<file path="src/rtl/seg_nibble_counter_if.sv">
// seg_nibble_counter_if
//   Bundles the control inputs and display/status outputs of seg_nibble_counter.
//   clk and rst_n stay as plain ports on the modules that use this interface.
//
//   btn_run   raw run/stop push-button, active-high
//   btn_step  raw single-step push-button, active-high
//   up_dn     1 = count up, 0 = count down
//   clr       synchronous clear, level-sensitive
//   a,b,c,d   count nibble to the seven-segment decoder (a = MSB, d = LSB)
//   running   high while the counter is in RUN
//   tc        one-cycle terminal-count pulse on a wrap
//
//   master: the side driving buttons/controls (board logic or testbench).
//   slave:  the counter itself.
interface seg_nibble_counter_if;
    logic btn_run;
    logic btn_step;
    logic up_dn;
    logic clr;
    logic a;
    logic b;
    logic c;
    logic d;
    logic running;
    logic tc;

    modport master (
        output btn_run, btn_step, up_dn, clr,
        input  a, b, c, d, running, tc
    );

    modport slave (
        input  btn_run, btn_step, up_dn, clr,
        output a, b, c, d, running, tc
    );
endinterface

</file>
<file path="src/rtl/seg_nibble_counter.sv">
// seg_nibble_counter
//   Modulo-(MAX_VAL+1) up/down counter driving a 4-input seven-segment decoder.
//   Counts at a prescaled rate while running; run/stop and single-step come
//   from two debounced push-buttons. Emits a one-cycle tc pulse on each wrap
//   so a second digit can be cascaded.
//
//   Ports:
//     clk    system clock, all state on the rising edge
//     rst_n  asynchronous active-low reset
//     bus    seg_nibble_counter_if.slave (buttons, up_dn, clr in;
//            a..d, running, tc out)
//
//   Parameters:
//     TICK_DIV    clock cycles per count tick while running (>= 2)
//     DEB_CYCLES  cycles a synchronized button level must differ from the
//                 accepted level before it is taken (>= 1)
//     MAX_VAL     highest count value (1..15)
module seg_nibble_counter #(
    parameter int unsigned TICK_DIV   = 50_000_000,
    parameter int unsigned DEB_CYCLES = 500_000,
    parameter int unsigned MAX_VAL    = 9
) (
    input logic                 clk,
    input logic                 rst_n,
    seg_nibble_counter_if.slave bus
);

    localparam int unsigned DW = (DEB_CYCLES > 1) ? $clog2(DEB_CYCLES) : 1;
    localparam int unsigned PW = $clog2(TICK_DIV);

    localparam logic [DW-1:0] DEB_LAST   = DW'(DEB_CYCLES - 1);
    localparam logic [PW-1:0] PRESC_LAST = PW'(TICK_DIV - 1);
    localparam logic [3:0]    MAX_C      = 4'(MAX_VAL);

    // Button index 0 = run, 1 = step.
    localparam int unsigned BtnRun  = 0;
    localparam int unsigned BtnStep = 1;

    typedef enum logic [0:0] {StStop, StRun} state_e;

    // ------------------------------------------------------------------
    // Synchronizers and debouncers
    // ------------------------------------------------------------------
    logic [1:0]    raw;
    logic [1:0]    sync1_q;
    logic [1:0]    sync2_q;
    logic [1:0]    level_q;
    logic [1:0]    level_d;
    logic [DW-1:0] deb_cnt_q [2];
    logic [DW-1:0] deb_cnt_d [2];
    logic [1:0]    press;

    assign raw = {bus.btn_step, bus.btn_run};

    always_ff @(posedge clk or negedge rst_n) begin
        if (!rst_n) begin
            sync1_q <= '0;
            sync2_q <= '0;
            level_q <= '0;
            for (int i = 0; i < 2; i++) begin
                deb_cnt_q[i] <= '0;
            end
        end else begin
            sync1_q <= raw;
            sync2_q <= sync1_q;
            level_q <= level_d;
            for (int i = 0; i < 2; i++) begin
                deb_cnt_q[i] <= deb_cnt_d[i];
            end
        end
    end

    // The counter tracks consecutive cycles of disagreement; any agreement
    // (i.e. a bounce back) restarts it. The press pulse fires in the cycle
    // the new high level is accepted, so the FSM and counter act on the
    // same edge that updates level_q.
    always_comb begin
        for (int i = 0; i < 2; i++) begin
            level_d[i]   = level_q[i];
            deb_cnt_d[i] = '0;
            press[i]     = 1'b0;
            if (sync2_q[i] != level_q[i]) begin
                if (deb_cnt_q[i] == DEB_LAST) begin
                    level_d[i] = sync2_q[i];
                    press[i]   = sync2_q[i];
                end else begin
                    deb_cnt_d[i] = deb_cnt_q[i] + DW'(1);
                end
            end
        end
    end

    // ------------------------------------------------------------------
    // Run/stop FSM
    // ------------------------------------------------------------------
    state_e state_q;
    state_e state_d;
    logic   running;

    always_ff @(posedge clk or negedge rst_n) begin
        if (!rst_n) begin
            state_q <= StStop;
        end else begin
            state_q <= state_d;
        end
    end

    always_comb begin
        state_d = state_q;
        unique case (state_q)
            StStop: if (press[BtnRun]) state_d = StRun;
            StRun:  if (press[BtnRun]) state_d = StStop;
            default: state_d = StStop;
        endcase
    end

    always_comb begin
        running = (state_q == StRun);
    end

    // ------------------------------------------------------------------
    // Prescaler
    // ------------------------------------------------------------------
    logic [PW-1:0] presc_q;
    logic [PW-1:0] presc_d;
    logic          tick;

    assign tick = running && (presc_q == PRESC_LAST);

    // Held at zero outside RUN, which also gives the clear-on-entry.
    always_comb begin
        presc_d = presc_q + PW'(1);
        if (bus.clr || !running || tick) begin
            presc_d = '0;
        end
    end

    always_ff @(posedge clk or negedge rst_n) begin
        if (!rst_n) begin
            presc_q <= '0;
        end else begin
            presc_q <= presc_d;
        end
    end

    // ------------------------------------------------------------------
    // Counter and terminal count
    // ------------------------------------------------------------------
    logic [3:0] count_q;
    logic [3:0] count_d;
    logic       tc_q;
    logic       tc_d;
    logic       count_ev;

    // Step presses only count while stopped.
    assign count_ev = running ? tick : press[BtnStep];

    always_comb begin
        count_d = count_q;
        tc_d    = 1'b0;
        if (bus.clr) begin
            count_d = '0;
        end else if (count_ev) begin
            if (bus.up_dn) begin
                // >= also recovers an out-of-range value back to 0.
                if (count_q >= MAX_C) begin
                    count_d = '0;
                    tc_d    = (count_q == MAX_C);
                end else begin
                    count_d = count_q + 4'd1;
                end
            end else begin
                if ((count_q == 4'd0) || (count_q > MAX_C)) begin
                    count_d = MAX_C;
                    tc_d    = (count_q == 4'd0);
                end else begin
                    count_d = count_q - 4'd1;
                end
            end
        end
    end

    always_ff @(posedge clk or negedge rst_n) begin
        if (!rst_n) begin
            count_q <= '0;
            tc_q    <= 1'b0;
        end else begin
            count_q <= count_d;
            tc_q    <= tc_d;
        end
    end

    assign bus.a       = count_q[3];
    assign bus.b       = count_q[2];
    assign bus.c       = count_q[1];
    assign bus.d       = count_q[0];
    assign bus.running = running;
    assign bus.tc      = tc_q;

endmodule

</file>
<file path="src/flat_wrapper.sv">
// flat-port wrapper written by rule: the top's interface ports become plain ports
module seg_nibble_counter_flat 
#(
    parameter int unsigned TICK_DIV   = 50_000_000,
    parameter int unsigned DEB_CYCLES = 500_000,
    parameter int unsigned MAX_VAL    = 9
)
  (clk, rst_n, bus_btn_run, bus_btn_step, bus_up_dn, bus_clr, bus_a, bus_b, bus_c, bus_d, bus_running, bus_tc);
  seg_nibble_counter_if bus_i ();
  input logic clk;
  input logic rst_n;
  input wire logic [$bits(bus_i.btn_run)-1:0] bus_btn_run;
  input wire logic [$bits(bus_i.btn_step)-1:0] bus_btn_step;
  input wire logic [$bits(bus_i.up_dn)-1:0] bus_up_dn;
  input wire logic [$bits(bus_i.clr)-1:0] bus_clr;
  output wire logic [$bits(bus_i.a)-1:0] bus_a;
  output wire logic [$bits(bus_i.b)-1:0] bus_b;
  output wire logic [$bits(bus_i.c)-1:0] bus_c;
  output wire logic [$bits(bus_i.d)-1:0] bus_d;
  output wire logic [$bits(bus_i.running)-1:0] bus_running;
  output wire logic [$bits(bus_i.tc)-1:0] bus_tc;
  assign bus_i.btn_run = bus_btn_run;
  assign bus_i.btn_step = bus_btn_step;
  assign bus_i.up_dn = bus_up_dn;
  assign bus_i.clr = bus_clr;
  assign bus_a = bus_i.a;
  assign bus_b = bus_i.b;
  assign bus_c = bus_i.c;
  assign bus_d = bus_i.d;
  assign bus_running = bus_i.running;
  assign bus_tc = bus_i.tc;
  seg_nibble_counter #(.TICK_DIV(TICK_DIV), .DEB_CYCLES(DEB_CYCLES), .MAX_VAL(MAX_VAL)) u_core (.clk(clk), .rst_n(rst_n), .bus(bus_i));
endmodule
</file>
<file path="config.mk">
export PLATFORM = sky130hd
export DESIGN_NAME = seg_nibble_counter_flat
export DESIGN_NICKNAME = d
export VERILOG_FILES = /design/src/rtl/seg_nibble_counter_if.sv /design/src/rtl/seg_nibble_counter.sv /design/src/flat_wrapper.sv
export SDC_FILE = /design/constraint.sdc
export NUM_CORES = 1
export LEC_CHECK = 0
export BUFFER_PORTS_ARGS = -buffer_cell sky130_fd_sc_hd__buf_2
export CAP_MARGIN = 5
export CORE_UTILIZATION = 45
export DETAILED_ROUTE_END_ITERATION = 16
export PLACE_DENSITY_LB_ADDON = 0.25
export SETUP_SLACK_MARGIN = 0.4
export SLEW_MARGIN = 10
export SYNTH_ARGS = -nofsm -noshare
export SYNTH_HDL_FRONTEND = slang
export SYNTH_SLANG_ARGS = --single-unit
</file>
<file path="constraint.sdc">
create_clock -name clk -period 2.2 [get_ports clk]
set_input_delay 0 -clock clk [delete_from_list [all_inputs] [get_ports clk]]
set_output_delay 0 -clock clk [all_outputs]
set_load 0.005 [all_outputs]
</file>
==> impl_metrics.csv, run 1 <==
group,metric,value,unit
logic_synthesis,async_flop_share,100,%
sta,period_share,82.8,%
grt,grt_pass1_vias,2621,
sta,maxSlewHeadroom,37.5,%
cts,clkSinkCount,76,
grt,grt.overflow.total,0,
placement,dp_hpwl,4.38,mm
worst_setup_path,cp_slowest_stage_delay,0.48,ns
cts,path_clk_slew,0.08,ns
finish,final_net_count,435,
detailed_routing,totalWireLength,7.22,mm
grt,grt_pass1_wl,12.0,mm
worst_setup_path,critPathArrivalTime,2.04,ns
sta,grt_setup_unrepaired,"true",
grt,grt_use_met3,2.91,%
detailed_routing,vias,2805,
sta,setup_viol,0,
grt,top_usage_layer,"met2",
detailed_routing,drt.antenna.violating_nets,0,
flow_run,drv_cap,0,
sta,fin_ws,0.379,ns
logic_synthesis,syn-instance-count,385,
worst_hold_path,min_path_cells,3,
logic_synthesis,yosys_warnings,0,
detailed_routing,drcViolationCount,0,
sta,skew,0.00954,ns
cts,cts_inserted_buffers,9,
placement,gp_congestion,0.787,
power_and_ir_drop,max-vdd-ir-drop,309,uV
logic_synthesis,ys_seq_area_share,49.6,%
worst_setup_path,reg2reg_from,"u_core.presc_q[1]",
detailed_routing,drtPass1Iterations,4,
power_and_ir_drop,p_leak,1.94,nW
sta,maxSlewViolCount,0,
cts,insertion_delay,0.34,ns
power_and_ir_drop,pwr_density_cell,617,nW/um^2
die,ios,12,
sta,timing.setup.tns,0,ns
cts,clk_path_buf_depth,2,
worst_setup_path,r2r-end,"u_core.count_q[2]",
logic_synthesis,synth_edf_count,0,
logic_synthesis,syn_area,3830,um^2
power_and_ir_drop,pwr-share-seq,50.9,%
logic_synthesis,synth_seq_cells,76,
worst_hold_path,hold_class,"input pin to flop",
logic_synthesis,syn_nets,397,
worst_setup_path,startpoint_type,"flop",
logic_synthesis,synth_top_flop_cell,"dfrtp_1",
worst_hold_path,worstHoldStart,"bus_up_dn",
worst_hold_path,min_to,"u_core.bus.tc",
placement,pre_cts_slack,0.248,ns
grt,gr-usage-met1,23.6,%
grt,antenna_found_initial,0,
finish,final_layout_size_suffix_gt1_share,18.0,%
finish,diodes,0,
worst_setup_path,cp_top_family,"simple AND/OR/NAND/NOR gates",
die,start_util,46.7,%
outcome,status,"complete, no violations",
die,dieArea,8890,um^2
detailed_routing,via_per_inst,5.26,
worst_setup_path,ff2ff_setup_slack,0.38,ns
power_and_ir_drop,swShare,21.2,%
detailed_routing,wl_per_cell,13.5,um
worst_setup_path,worstPathMaxFanout,4,
sta,fmaxAchievable,549,MHz
worst_setup_path,path_class,"flop to flop",
finish,syn_to_final_growth,17.8,%
cts,cts_tree,"done",
finish,stdcell_area,4510,um^2
grt,grtUsageMet2,26.8,%
sta,period_needed,1.82,ns
worst_setup_path,critical_path_buf_inv_count,0,
die,die_y,94.3,um
sta,hold_viol,0,
logic_synthesis,synthTopCellsByArea,"dfrtp_1, xor2_1, nor2_1",
finish,layout_common_cells,"nor2_1, dfrtp_1, xor2_1",
power_and_ir_drop,intPower,2.20,mW
worst_setup_path,slowest_stage,"or4_4",
logic_synthesis,synth.avg_cell_area,9.96,um^2
die,die_width,94.3,um
worst_setup_path,required,2.42,ns
logic_synthesis,ys_types,48,
grt,track_usage,17.1,%
cts,htreeDepth,3,
detailed_routing,drt_iter0_drc,120,
placement,portBuffers,11,
power_and_ir_drop,combPwrFrac,3.2,%
die,core_region_area,8220,um^2
worst_setup_path,crit_chain,"ha_4 > and4_4 > nand3_4 > or4_4 > a21boi_4 > mux2i_1",
cts,cts_root_buffer,"clkbuf_8",
power_and_ir_drop,total_power,2.79,mW
worst_setup_path,reg2reg_depth,6,
power_and_ir_drop,power.switching,590,uW
logic_synthesis,yosys.area.top_type,"dfrtp_1",
logic_synthesis,synth_top_area_share,49.6,%
grt,grt_max_degree,77,
die,rows,33,
sta,worst_slew_pin_slew,0.937,ns
placement,place_area,4000,um^2
worst_setup_path,endpoint_kind,"flop",
power_and_ir_drop,clkPwrFrac,45.8,%
finish,final_common_cell,"nor2_1",
-- worst min-delay path, cell delays in order --
cell	delay, ns
buf_2	0.17
a31oi_1	0.20
nor4_1	0.06
-- per-layer routing --
| layer | part of all wire, % | vias to the layer above |
|---|---|---|
| met5 | 0 | - |
| met4 | 1.0 | 0 |
| met3 | 1.9 | 8 |
| met2 | 47 | 23 |
| met1 | 50 | 1384 |
| li1 | - | 1390 |
-- synth_stat cells, types with 5 or more instances --
master / number
nand4_1: 15
xnor2_1: 20
and3_1: 8
nand2_1: 28
nand3_1: 27
ha_1: 6
xor2_1: 40
clkbuf_1: 6
nor3_1: 7
nor3b_1: 5
inv_1: 6
dfrtp_1: 76
and4_1: 5
nor2_1: 76
-- worst max path at each step --
stage | from | endpoint | slack, ns | cells past startpoint
2_1_floorplan | u_core.deb_cnt_q[0] | u_core.deb_cnt_q[10] | 0.42 | 8
3_3_place_gp | u_core.deb_cnt_q[0] | u_core.deb_cnt_q[8] | 0.26 | 7
3_5_place_dp | u_core.deb_cnt_q[0] | u_core.deb_cnt_q[15] | 0.25 | 7
4_1_cts | u_core.presc_q[14] | u_core.count_q[2] | 0.34 | 5
5_1_grt | u_core.presc_q[1] | u_core.count_q[2] | 0.31 | 6
6_report | u_core.presc_q[1] | u_core.count_q[2] | 0.38 | 6
-- through the flow --
step	utilization (%)	cells	hold WS [ns]
floorplan	-	385	-0.296
global placement	48.7	494	0.109
detailed placement	48.7	494	0.110
CTS	52.8	519	0.112
global route	54.9	533	0.172
finish	54.9	533	0.126
-- cells by family (layout without fill, tap and decap cells) --
family,Yosys count,count (layout),synth area share [%]
and+or+nand+nor,202,203,27.6
DFF,76,76,49.6
xor gates and xnor gates,60,60,13.7
buffers and inverters,18,60,2.32
AOI/OAI and AO/OA,17,17,3.13
adders and majority gates,6,6,1.96
muxes,6,6,1.63
-- cell type report --
| cell class | count | area (um^2) |
|---|---|---|
| inverters | 6 | 22.5 |
| multi-input cells | 292 | 1930 |
| clock inverters | 6 | 113 |
| repair buffers | 38 | 285 |
| fillers | 733 | 3700 |
| clock buffers | 10 | 128 |
| flip-flops and latches | 76 | 1910 |
| well taps | 105 | 131 |
-- flip-flops by register name, summed over array words and instances, names as in the netlist --
signal	cells
u_core.sync1_q	2
u_core.level_q	2
u_core.bus.tc	1
u_core.presc_q	26
u_core.sync2_q	2
u_core.count_q	4
u_core.deb_cnt_q	38
u_core.bus.running	1
-- timing repair --
action / CTS / global route
endpoints found under the setup margin: 48 / 66
setup buffers: 4 / 13
hold buffers: 4 / 0
endpoints found under the hold margin: 80 / 0
cloned: 1 / 1
gates resized for setup: 4 / 20
pin swaps: 4 / 7
-- power by group through the flow --
stage / clock network (mW) / logic [mW] / registers [mW]
after global placement: 0 / 0.0789 / 1.45
after CTS: 1.31 / 0.0870 / 1.42
final: 1.28 / 0.0900 / 1.42
after detailed placement: 0 / 0.0792 / 1.45
after floorplan: 0 / 0.0404 / 1.44
after global routing: 1.36 / 0.104 / 1.42
Note: power is estimated with default switching activity, not from simulation.
==> inputs of run 2 (changes only) <==
==> constraint.sdc (replaced) <==
create_clock -name clk -period 1.6 [get_ports clk]
set_input_delay 0 -clock clk [delete_from_list [all_inputs] [get_ports clk]]
set_output_delay 0 -clock clk [all_outputs]
set_load 0.005 [all_outputs]
==> run 2 against run 1 <==
  * Sequential share of layout area decreased by 5.7 points
  * Worst setup slack got worse by 0.60 ns
  * Via count increased by 11%
  * Wire length increased by 18%
  * Fmax decreased by 0.15%
  * Global-route usage increased by 4.0 points
  * Register-to-register slack got worse by 0.60 ns
  * Clock-buffer cell count unchanged
  * Sequential cell count unchanged
  * Highest routed layer unchanged
  * Power increased by 24%
  * The flow now finishes with violations (negative setup slack)
  * Clock skew increased by 0.0030 ns
  * Utilization increased by 8.8 points
==> impl_metrics.csv, run 2 (same netlist as run 1, synthesis figures left out) <==
group,metric,value,unit
worst_setup_path,path_class,"flop to flop",
sta,setup_viol,48,
worst_setup_path,critPathArrivalTime,2.08,ns
sta,skew,0.0126,ns
finish,syn_to_final_growth,36.6,%
die,die_width,94.3,um
sta,holdWs,0.130,ns
grt,grt_max_degree,35,
worst_setup_path,cp_num_cells,6,
power_and_ir_drop,pwr_density_cell,662,nW/um^2
finish,largest_registers,"u_core.deb_cnt_q: 38 flops, u_core.presc_q: 26 flops, u_core.count_q: 4 flops",
worst_setup_path,endpoint_kind,"flop",
cts,cts_tree,"done",
sta,timing.setup.tns,-7.59,ns
placement,portBuffers,11,
detailed_routing,drcViolationCount,0,
finish,top_register,"u_core.deb_cnt_q",
grt,grt_pass1_vias,3132,
worst_hold_path,hold_class,"input pin to async pin",
cts,clkSinkCount,76,
finish,largest_reg_flops,38,
die,start_util,46.7,%
power_and_ir_drop,p_leak,2.23,nW
sta,hold_viol,0,
cts,cts_inserted_buffers,9,
worst_setup_path,crit_chain,"and4_1 > nand4b_1 > or4_4 > buf_12 > nand3b_4 > nor2_1",
detailed_routing,via_per_inst,5.23,
finish,fin_util,63.7,%
sta,maxSlewViolCount,0,
detailed_routing,totalWireLength,8.54,mm
worst_setup_path,worstPathMaxFanout,6,
finish,diodes,0,
finish,final_net_count,496,
cts,htreeDepth,3,
worst_setup_path,required,1.85,ns
sta,fin_ws,-0.224,ns
power_and_ir_drop,max-vdd-ir-drop,466,uV
worst_setup_path,startpoint_type,"flop",
finish,layout_common_cells,"buf_4, dfrtp_1, nor2_1",
placement,gp_congestion,0.848,
outcome,violations,"negative setup slack",
outcome,status,"finished, violations left",
die,dieArea,8890,um^2
worst_setup_path,critical_path_buf_inv_count,1,
detailed_routing,vias,3107,
finish,fin_cells,594,
power_and_ir_drop,total_power,3.46,mW
flow_run,drv_cap,0,
sta,fmaxAchievable,548,MHz
detailed_routing,wl_per_cell,14.4,um
cts,clk_path_buf_depth,2,
die,die_y,94.3,um
die,core_region_area,8220,um^2
worst_setup_path,slowest_stage,"or4_4",
cts,insertion_delay,0.37,ns
grt,grt_pass1_wl,14.2,mm
placement,pre_cts_slack,-0.179,ns
detailed_routing,drtPass1Iterations,4,
sta,period_share,114,%
grt,grt.overflow.total,0,
detailed_routing,drt.antenna.violating_nets,0,
detailed_routing,drt_iter0_drc,141,
worst_setup_path,ff2ff_setup_slack,-0.22,ns
die,rows,33,
cts,path_clk_slew,0.08,ns
grt,track_usage,21.1,%
grt,antenna_found_initial,0,
cts,cts_root_buffer,"clkbuf_8",
sta,period_needed,1.82,ns
finish,stdcell_area,5240,um^2
worst_setup_path,r2r-end,"u_core.presc_q[3]",
placement,dp_hpwl,5.26,mm
worst_setup_path,reg2reg_depth,6,
worst_setup_path,reg2reg_from,"u_core.presc_q[13]",
finish,final_layout_size_suffix_gt1_share,40.5,%
placement,dp.cells,556,
sta,grt_setup_unrepaired,"true",
die,ios,12,
placement,place_area,4500,um^2
worst_setup_path,cp_top_family,"simple AND/OR/NAND/NOR gates",
worst_setup_path,cp_slowest_stage_delay,0.60,ns
sta,maxSlewHeadroom,67.0,%
sta,worst_slew_pin_slew,0.491,ns
## run 2: area by class of cell
class                      count  area, um^2
fill                         647        2980
multi-input combinational    296        2230
sequential                    76        1910
timing repair buffer          95         761
tap                          105         131
clock buffer                  10         128
clock inverter                 6        50.0
inverter                       6        22.5
## run 2: repair_timing
item	CTS	global route
endpoints found under the setup margin	70	73
hold buffers	4	0
pin swaps	23	23
buffers inserted	5	7
gates resized for setup	39	52
gates cloned	6	0
hold endpoints to repair	44	0
## run 2: report_power, final
part           internal, mW  switching [mW]
sequential             1.94          0.0132
clock                 0.575           0.748
combinational        0.0820           0.110
total                  2.59           0.871
## run 2: routing by layer
| metal | track usage (%) | vias to the layer above | part of all wire (%) |
|---|---|---|---|
| li1 | - | 1527 | - |
| met1 | 25.9 | 1521 | 45 |
| met2 | 36.0 | 48 | 50 |
| met3 | 4.61 | 11 | 3.5 |
| met4 | 8.08 | 0 | 1.5 |
| met5 | 0 | - | 0 |
## run 2: worst max path at each step
stage / from / slack (ns) / endpoint
after floorplan: u_core.presc_q[0] / -0.15 / u_core.count_q[0]
after global placement: u_core.presc_q[10] / -0.15 / u_core.presc_q[10]
after CTS: u_core.presc_q[0] / -0.17 / u_core.count_q[3]
final: u_core.presc_q[13] / -0.22 / u_core.presc_q[3]
after global routing: u_core.presc_q[14] / -0.28 / u_core.presc_q[3]
after detailed placement: u_core.presc_q[10] / -0.18 / u_core.presc_q[10]
